$ cat src/rtl/alu_op_sequencer_if.sv
// ALU handshake bundle: operands, opcode and start toward the ALU; result and
// done strobe back from it.
interface alu_op_sequencer_if #(
    parameter int unsigned DATA_W = 8,
    parameter int unsigned OP_W   = 6
) ();
    logic [DATA_W-1:0] alu_a;
    logic [DATA_W-1:0] alu_b;
    logic [OP_W-1:0]   alu_op;
    logic              alu_start;
    logic [DATA_W-1:0] alu_result;
    logic              alu_done;

    // Sequencer side
    modport master (
        output alu_a,
        output alu_b,
        output alu_op,
        output alu_start,
        input  alu_result,
        input  alu_done
    );

    // ALU side
    modport slave (
        input  alu_a,
        input  alu_b,
        input  alu_op,
        input  alu_start,
        output alu_result,
        output alu_done
    );
endinterface

$ cat src/rtl/alu_op_sequencer.sv
// Board-level ALU sequencer: debounces three buttons, captures operands and the
// opcode from the switches, fires a one-cycle start to the ALU, waits for done
// (with timeout) and shows the last good result on the LEDs.
module alu_op_sequencer #(
    parameter int unsigned DATA_W          = 8,  // must be >= OP_W
    parameter int unsigned OP_W            = 6,
    parameter int unsigned DEBOUNCE_CYCLES = 1000000,
    parameter int unsigned TIMEOUT_CYCLES  = 16
) (
    input  logic                CLK100MHZ,
    input  logic                i_reset,
    input  logic [DATA_W-1:0]   i_switch,
    input  logic [2:0]          i_btn,
    alu_op_sequencer_if.master  io_alu,
    output logic [DATA_W-1:0]   o_leds,
    output logic                o_busy,
    output logic                o_error
);

    localparam int unsigned CNT_W  = $clog2(DEBOUNCE_CYCLES + 1);
    localparam int unsigned WAIT_W = $clog2(TIMEOUT_CYCLES + 1);
    localparam logic [CNT_W-1:0]  DB_MAX = CNT_W'(DEBOUNCE_CYCLES - 1);
    localparam logic [WAIT_W-1:0] TO_MAX = WAIT_W'(TIMEOUT_CYCLES - 1);

    localparam logic [OP_W-1:0] OP_SRL = OP_W'(6'b000010);
    localparam logic [OP_W-1:0] OP_SRA = OP_W'(6'b000011);
    localparam logic [OP_W-1:0] OP_ADD = OP_W'(6'b100000);
    localparam logic [OP_W-1:0] OP_SUB = OP_W'(6'b100010);
    localparam logic [OP_W-1:0] OP_AND = OP_W'(6'b100100);
    localparam logic [OP_W-1:0] OP_OR  = OP_W'(6'b100101);
    localparam logic [OP_W-1:0] OP_XOR = OP_W'(6'b100110);
    localparam logic [OP_W-1:0] OP_NOR = OP_W'(6'b100111);

    typedef enum logic [1:0] {StIdle, StExec, StWait} state_t;

    function automatic logic f_legal(input logic [OP_W-1:0] op);
        logic legal;
        legal = 1'b0;
        case (op)
            OP_SRL, OP_SRA, OP_ADD, OP_SUB,
            OP_AND, OP_OR, OP_XOR, OP_NOR: legal = 1'b1;
            default:                       legal = 1'b0;
        endcase
        return legal;
    endfunction

    logic [2:0]        r_btn_s1, r_btn_s2;
    logic [DATA_W-1:0] r_sw_s1, r_sw_s2;
    logic [CNT_W-1:0]  r_db_cnt [3];
    logic [2:0]        r_db_level, r_db_prev;
    logic [2:0]        w_rise;
    logic              w_evt0, w_evt1, w_evt2;

    state_t            r_state, w_state_nxt;
    logic [DATA_W-1:0] r_alu_a, w_alu_a_nxt;
    logic [DATA_W-1:0] r_alu_b, w_alu_b_nxt;
    logic [OP_W-1:0]   r_alu_op, w_alu_op_nxt;
    logic              r_a_vld, w_a_vld_nxt;
    logic              r_b_vld, w_b_vld_nxt;
    logic [DATA_W-1:0] r_leds, w_leds_nxt;
    logic              r_error, w_error_nxt;
    logic [WAIT_W-1:0] r_wait_cnt, w_wait_cnt_nxt;

    // Two-flop synchronizers for the asynchronous buttons and switches
    always_ff @(posedge CLK100MHZ or negedge i_reset) begin
        if (!i_reset) begin
            r_btn_s1 <= '0;
            r_btn_s2 <= '0;
            r_sw_s1  <= '0;
            r_sw_s2  <= '0;
        end else begin
            r_btn_s1 <= i_btn;
            r_btn_s2 <= r_btn_s1;
            r_sw_s1  <= i_switch;
            r_sw_s2  <= r_sw_s1;
        end
    end

    // Debouncers: level follows the synced input after DEBOUNCE_CYCLES equal samples
    always_ff @(posedge CLK100MHZ or negedge i_reset) begin
        if (!i_reset) begin
            r_db_cnt   <= '{default: '0};
            r_db_level <= '0;
            r_db_prev  <= '0;
        end else begin
            for (int k = 0; k < 3; k++) begin
                // Counting only while synced differs from the accepted level means any
                // return to that level restarts the run.
                if (r_btn_s2[k] == r_db_level[k]) begin
                    r_db_cnt[k] <= '0;
                end else if (r_db_cnt[k] == DB_MAX) begin
                    r_db_level[k] <= r_btn_s2[k];
                    r_db_cnt[k]   <= '0;
                end else begin
                    r_db_cnt[k] <= r_db_cnt[k] + CNT_W'(1);
                end
            end
            r_db_prev <= r_db_level;
        end
    end

    // Press events with fixed priority btn0 > btn1 > btn2
    always_comb begin
        w_rise = r_db_level & ~r_db_prev;
        w_evt0 = w_rise[0];
        w_evt1 = w_rise[1] & ~w_rise[0];
        w_evt2 = w_rise[2] & ~w_rise[1] & ~w_rise[0];
    end

    // FSM and datapath register update
    always_ff @(posedge CLK100MHZ or negedge i_reset) begin
        if (!i_reset) begin
            r_state    <= StIdle;
            r_alu_a    <= '0;
            r_alu_b    <= '0;
            r_alu_op   <= '0;
            r_a_vld    <= 1'b0;
            r_b_vld    <= 1'b0;
            r_leds     <= '0;
            r_error    <= 1'b0;
            r_wait_cnt <= '0;
        end else begin
            r_state    <= w_state_nxt;
            r_alu_a    <= w_alu_a_nxt;
            r_alu_b    <= w_alu_b_nxt;
            r_alu_op   <= w_alu_op_nxt;
            r_a_vld    <= w_a_vld_nxt;
            r_b_vld    <= w_b_vld_nxt;
            r_leds     <= w_leds_nxt;
            r_error    <= w_error_nxt;
            r_wait_cnt <= w_wait_cnt_nxt;
        end
    end

    // Next-state logic; events are only acted on in IDLE, so operands hold while busy
    always_comb begin
        w_state_nxt    = r_state;
        w_alu_a_nxt    = r_alu_a;
        w_alu_b_nxt    = r_alu_b;
        w_alu_op_nxt   = r_alu_op;
        w_a_vld_nxt    = r_a_vld;
        w_b_vld_nxt    = r_b_vld;
        w_leds_nxt     = r_leds;
        w_error_nxt    = r_error;
        w_wait_cnt_nxt = r_wait_cnt;

        unique case (r_state)
            StIdle: begin
                if (w_evt0) begin
                    w_alu_a_nxt = r_sw_s2;
                    w_a_vld_nxt = 1'b1;
                    w_error_nxt = 1'b0;
                end else if (w_evt1) begin
                    w_alu_b_nxt = r_sw_s2;
                    w_b_vld_nxt = 1'b1;
                    w_error_nxt = 1'b0;
                end else if (w_evt2) begin
                    w_alu_op_nxt = r_sw_s2[OP_W-1:0];
                    if (r_a_vld && r_b_vld && f_legal(r_sw_s2[OP_W-1:0])) begin
                        w_state_nxt = StExec;
                    end else begin
                        w_error_nxt = 1'b1;
                    end
                end
            end
            StExec: begin
                w_wait_cnt_nxt = '0;
                w_state_nxt    = StWait;
            end
            StWait: begin
                // Done is checked first so it wins over a coincident timeout
                if (io_alu.alu_done) begin
                    w_leds_nxt  = io_alu.alu_result;
                    w_error_nxt = 1'b0;
                    w_state_nxt = StIdle;
                end else if (r_wait_cnt == TO_MAX) begin
                    w_error_nxt = 1'b1;
                    w_state_nxt = StIdle;
                end else begin
                    w_wait_cnt_nxt = r_wait_cnt + WAIT_W'(1);
                end
            end
            default: w_state_nxt = StIdle;
        endcase
    end

    assign io_alu.alu_a     = r_alu_a;
    assign io_alu.alu_b     = r_alu_b;
    assign io_alu.alu_op    = r_alu_op;
    assign io_alu.alu_start = (r_state == StExec);
    assign o_leds           = r_leds;
    assign o_error          = r_error;
    assign o_busy           = (r_state != StIdle);

endmodule

$ cat src/flat_wrapper.sv
// flat-port wrapper written by rule: the top's interface ports become plain ports
module alu_op_sequencer_flat 
#(
    parameter int unsigned DATA_W          = 8,                    
    parameter int unsigned OP_W            = 6,
    parameter int unsigned DEBOUNCE_CYCLES = 1000000,
    parameter int unsigned TIMEOUT_CYCLES  = 16
)
  (CLK100MHZ, i_reset, i_switch, i_btn, o_leds, o_busy, o_error, io_alu_alu_a, io_alu_alu_b, io_alu_alu_op, io_alu_alu_start, io_alu_alu_result, io_alu_alu_done);
  alu_op_sequencer_if #(.DATA_W(DATA_W), .OP_W(OP_W)) io_alu_i ();
  input  logic CLK100MHZ;
  input  logic i_reset;
  input  logic [DATA_W-1:0] i_switch;
  input  logic [2:0] i_btn;
  output logic [DATA_W-1:0] o_leds;
  output logic o_busy;
  output logic o_error;
  output wire logic [$bits(io_alu_i.alu_a)-1:0] io_alu_alu_a;
  output wire logic [$bits(io_alu_i.alu_b)-1:0] io_alu_alu_b;
  output wire logic [$bits(io_alu_i.alu_op)-1:0] io_alu_alu_op;
  output wire logic [$bits(io_alu_i.alu_start)-1:0] io_alu_alu_start;
  input wire logic [$bits(io_alu_i.alu_result)-1:0] io_alu_alu_result;
  input wire logic [$bits(io_alu_i.alu_done)-1:0] io_alu_alu_done;
  assign io_alu_alu_a = io_alu_i.alu_a;
  assign io_alu_alu_b = io_alu_i.alu_b;
  assign io_alu_alu_op = io_alu_i.alu_op;
  assign io_alu_alu_start = io_alu_i.alu_start;
  assign io_alu_i.alu_result = io_alu_alu_result;
  assign io_alu_i.alu_done = io_alu_alu_done;
  alu_op_sequencer #(.DATA_W(DATA_W), .OP_W(OP_W), .DEBOUNCE_CYCLES(DEBOUNCE_CYCLES), .TIMEOUT_CYCLES(TIMEOUT_CYCLES)) u_core (.CLK100MHZ(CLK100MHZ), .i_reset(i_reset), .i_switch(i_switch), .i_btn(i_btn), .io_alu(io_alu_i), .o_leds(o_leds), .o_busy(o_busy), .o_error(o_error));
endmodule
$ cat config.mk
export PLATFORM = sky130hd
export DESIGN_NAME = alu_op_sequencer_flat
export DESIGN_NICKNAME = d
export VERILOG_FILES = /design/src/rtl/alu_op_sequencer_if.sv /design/src/rtl/alu_op_sequencer.sv /design/src/flat_wrapper.sv
export SDC_FILE = /design/constraint.sdc
export NUM_CORES = 1
export LEC_CHECK = 0
export CORE_ASPECT_RATIO = 0.9
export CORE_MARGIN = 2
export CORE_UTILIZATION = 59
export CTS_BUF_LIST = sky130_fd_sc_hd__clkbuf_2
export DETAILED_ROUTE_END_ITERATION = 8
export MAX_ROUTING_LAYER = met4
export PLACE_DENSITY = 0.82
export SLEW_MARGIN = 20
export SYNTH_ARGS = -nofsm -noshare
export SYNTH_HDL_FRONTEND = slang
export SYNTH_SLANG_ARGS = --single-unit
$ cat constraint.sdc
create_clock -name CLK100MHZ -period 2.5 [get_ports CLK100MHZ]
set_input_delay 0.5 -clock CLK100MHZ [delete_from_list [all_inputs] [get_ports CLK100MHZ]]
set_output_delay 0.5 -clock CLK100MHZ [all_outputs]
set_load 0.05 [all_outputs]
==> flow_summary_export.csv <==
group,metric,value,unit
outcome,status,"finished, final reports clean",
global_routing,grt_pass1_vias,3682,
yosys,synth_async_sr_flop_share,100,%
yosys,ys_types,42,
floorplan,start_util,60.3,%
cts,clock_path_buffers,2,
detailed_routing,firstDrtPassIters,4,
sta,hold_violations,0,
placed_design,dpl-instance-area,0.00616,sq mm
layout,final_nets,573,
critical_path,startpoint_type,"flop",
run,maxCapViolCount,0,
sta,worst_hold_slack,252,ps
critical_path,cp_num_buf_inv,1,
cts,cts_root_buf,"clkbuf_2",
pwr,pwr-share-comb,3.8,%
detailed_routing,drc,0,
critical_path,cpMaxStageDelayCell,"clkdlybuf4s50_1",
floorplan,fp.dieH,95.2,um
worst_hold_path,min_path_type,"in2reg",
layout,antennaDiodeCount,0,
yosys,avgSynthCellArea,11.4,sq um
pwr,power.leakage,2.83,nW
sta,period_share,95.2,%
yosys,yosysTopAreaCell,"dfrtp_1",
floorplan,die_w,105,um
layout,utilization,70.5,%
detailed_routing,via_per_inst,5.56,
placed_design,gp_congestion,0.874,
pwr,power_density,532,mW/mm^2
pwr,power_frac_seq,62.6,%
critical_path,max_stage_delay,820,ps
critical_path,worst-setup-path-type,"reg2out",
sta,setup_viol,0,
global_routing,grt_util_all_layers,22.6,%
yosys,syn-num-nets,505,
critical_path,cp.arrival,1880,ps
sta,min_period,2380,ps
pwr,pwr-share-clk,33.6,%
sta,tightestPinTransition,544,ps
yosys,synth_cells,478,
cts,clock-sinks,128,
yosys,synth_common_cells,"dfrtp_1 (128), nor2_1 (48), mux2_2 (33)",
sta,finalWorstSetupSlack,121,ps
placed_design,numPortBuffers,54,
sta,rsz0062_at_grt,"false",
cts,clkSlewWorstSetupHoldPaths,190,ps
detailed_routing,wl_per_cell,14.7,um
global_routing,grt-ovfl-total,0,
yosys,syn-cell-area,0.00545,sq mm
sta,tns,0,ps
floorplan,die-area,0.0100,sq mm
critical_path,path_max_fanout,2,
cts,htree_levels,4,
placed_design,dp_cells,648,
critical_path,cp.required,2000,ps
floorplan,ioPinCount,55,
yosys,yosys_warnings,0,
pwr,p_switching,0.810,mW
floorplan,std_cell_rows,33,
placed_design,post-place-ws,396,ps
cts,tritoncts,"yes",
critical_path,cp_cell_sequence,"clkdlybuf4s50_1",
sta,finalMaxSlewViolations,0,
critical_path,endpoint_kind,"primary output",
pwr,p_total,3.39,mW
yosys,synth.area.top_cells,"dfrtp_1 (59%), mux2_2 (6.8%), xor2_1 (3.9%)",
sta,fmax,420,MHz
floorplan,core,0.00904,sq mm
yosys,synth-seq-area-share,58.7,%
global_routing,antenna_found_initial,0,
layout,area_delta_synth_final,17.0,%
pwr,vdd_drop_max,0.338,mV
sta,maxSlewHeadroom,63.7,%
yosys,synth_top_cell_area_share,58.7,%
global_routing,grt_pass1_wl,17100,um
critical_path,crit_family,"buffers and inverters",
detailed_routing,vias,3778,
layout,stdcell_count,679,
detailed_routing,first_iter_violations,206,
detailed_routing,routed_wl,9970,um
yosys,synth_seq_cells,128,
cts,worst_skew_pair.late_latency,660,ps
detailed_routing,drtAntennaViolNets,0,
yosys,yosysMostFrequentCell,"dfrtp_1",
placed_design,dp_hpwl,7070,um
yosys,synth-edff-count,0,
pwr,intPower,2.58,mW
pwr,switching_share,23.9,%
layout,final_layout_size_suffix_gt1_share,14.5,%
global_routing,grt_max_degree,56,
cts,cts_buffers,17,
layout,final_cell_area,0.00638,sq mm
yosys,synthFlopType,"dfrtp_1",
sta,fin_worst_skew,36.4,ps
sequential cells by signal, summed over array words and instances, names as in the netlist:
name                  count
u_core.r_btn_s2           3
u_core.io_alu.alu_a       8
u_core.r_db_level         3
u_core.r_btn_s1           3
u_core.r_b_vld            1
u_core.r_db_cnt          60
u_core.r_sw_s2            8
u_core.r_a_vld            1
u_core.o_error            1
u_core.r_db_prev          3
u_core.r_wait_cnt         5
u_core.r_state            2
u_core.io_alu.alu_op      6
u_core.r_sw_s1            8
u_core.io_alu.alu_b       8
u_core.o_leds             8
routing by layer:
metal	wire [um]	global-route usage (%)	vias to the layer above
li1	-	-	1851
met1	4540	28.6	1850
met2	4950	35.1	69
met3	387	6.22	8
met4	93	8.78	0
met5	0	-	-
layout by cell type, fill, tap and decap left out, types with 3 or more instances in the layout:
cell type,instances
xor2_1,24
ha_1,5
o31ai_1,6
nor4_1,7
nand3_1,26
o21ai_0,19
and3_1,6
nor2b_1,6
or3_1,14
and2_1,3
nor2_1,48
buf_4,9
mux2_2,33
clkbuf_2,18
and4_1,6
inv_1,11
a21oi_1,22
or4_1,11
clkinv_2,6
clkinvlp_4,4
clkdlybuf4s50_1,50
nand2_1,25
xnor2_1,12
nand4_1,15
dfrtp_1,127
nor3_1,7
or4b_1,3
a22o_1,4
logic make-up (layout without fill, tap and decap cells):
group / Yosys count / after routing / synth area share (%)
AOI/OAI and AO/OA: 62 / 62 / 6.72
xor gates and xnor gates: 36 / 36 / 5.78
adders and majority gates: 5 / 5 / 1.15
buffers and inverters: 25 / 104 / 1.81
DFF: 128 / 128 / 58.7
muxes: 33 / 33 / 6.82
and+or+nand+nor: 189 / 189 / 19.0
final cells by class:
class / instances / area [sq um]
Inverter: 11 / 41.3
Sequential cell: 128 / 3200
Multi-Input combinational cell: 325 / 2160
Timing Repair Buffer: 63 / 616
Tap cell: 122 / 153
Clock inverter: 13 / 124
Clock buffer: 17 / 85.1
Fill cell: 623 / 2660
power groups by stage:
| stage | combinational (mW) | sequential [mW] | clock, mW |
|---|---|---|---|
| final | 0.129 | 2.12 | 1.14 |
| after global routing | 0.150 | 2.13 | 1.28 |
| after CTS | 0.133 | 2.12 | 1.18 |
| after detailed placement | 0.132 | 2.16 | 0 |
| after global placement | 0.128 | 2.16 | 0 |
| after floorplan | 0.0407 | 2.16 | 0 |
repair_timing:
action | CTS | global route
endpoints found under the hold margin | 23 | 0
hold buffers | 1 | 0
setup buffers | 0 | 0
setup endpoints to repair | 1 | 2
gates cloned | 0 | 0
resized for setup | 2 | 3
worst paths after layout:
path	endpoint	cells after the start	start	slack (ps)
min	u_core.r_sw_s1[2]	1	i_switch[2]	250
max in group asynchronous	u_core.r_b_vld	3	i_reset	1560
min in group asynchronous	u_core.r_db_cnt[12]	2	i_reset	270
min reg2reg	u_core.r_sw_s2[6]	0	u_core.r_sw_s1[6]	340
max reg2reg	u_core.r_db_cnt[58]	5	u_core.r_db_cnt[40]	370
max	io_alu_alu_b[7]	1	u_core.io_alu.alu_b[7]	120
Note: power is estimated with default switching activity, not from simulation.
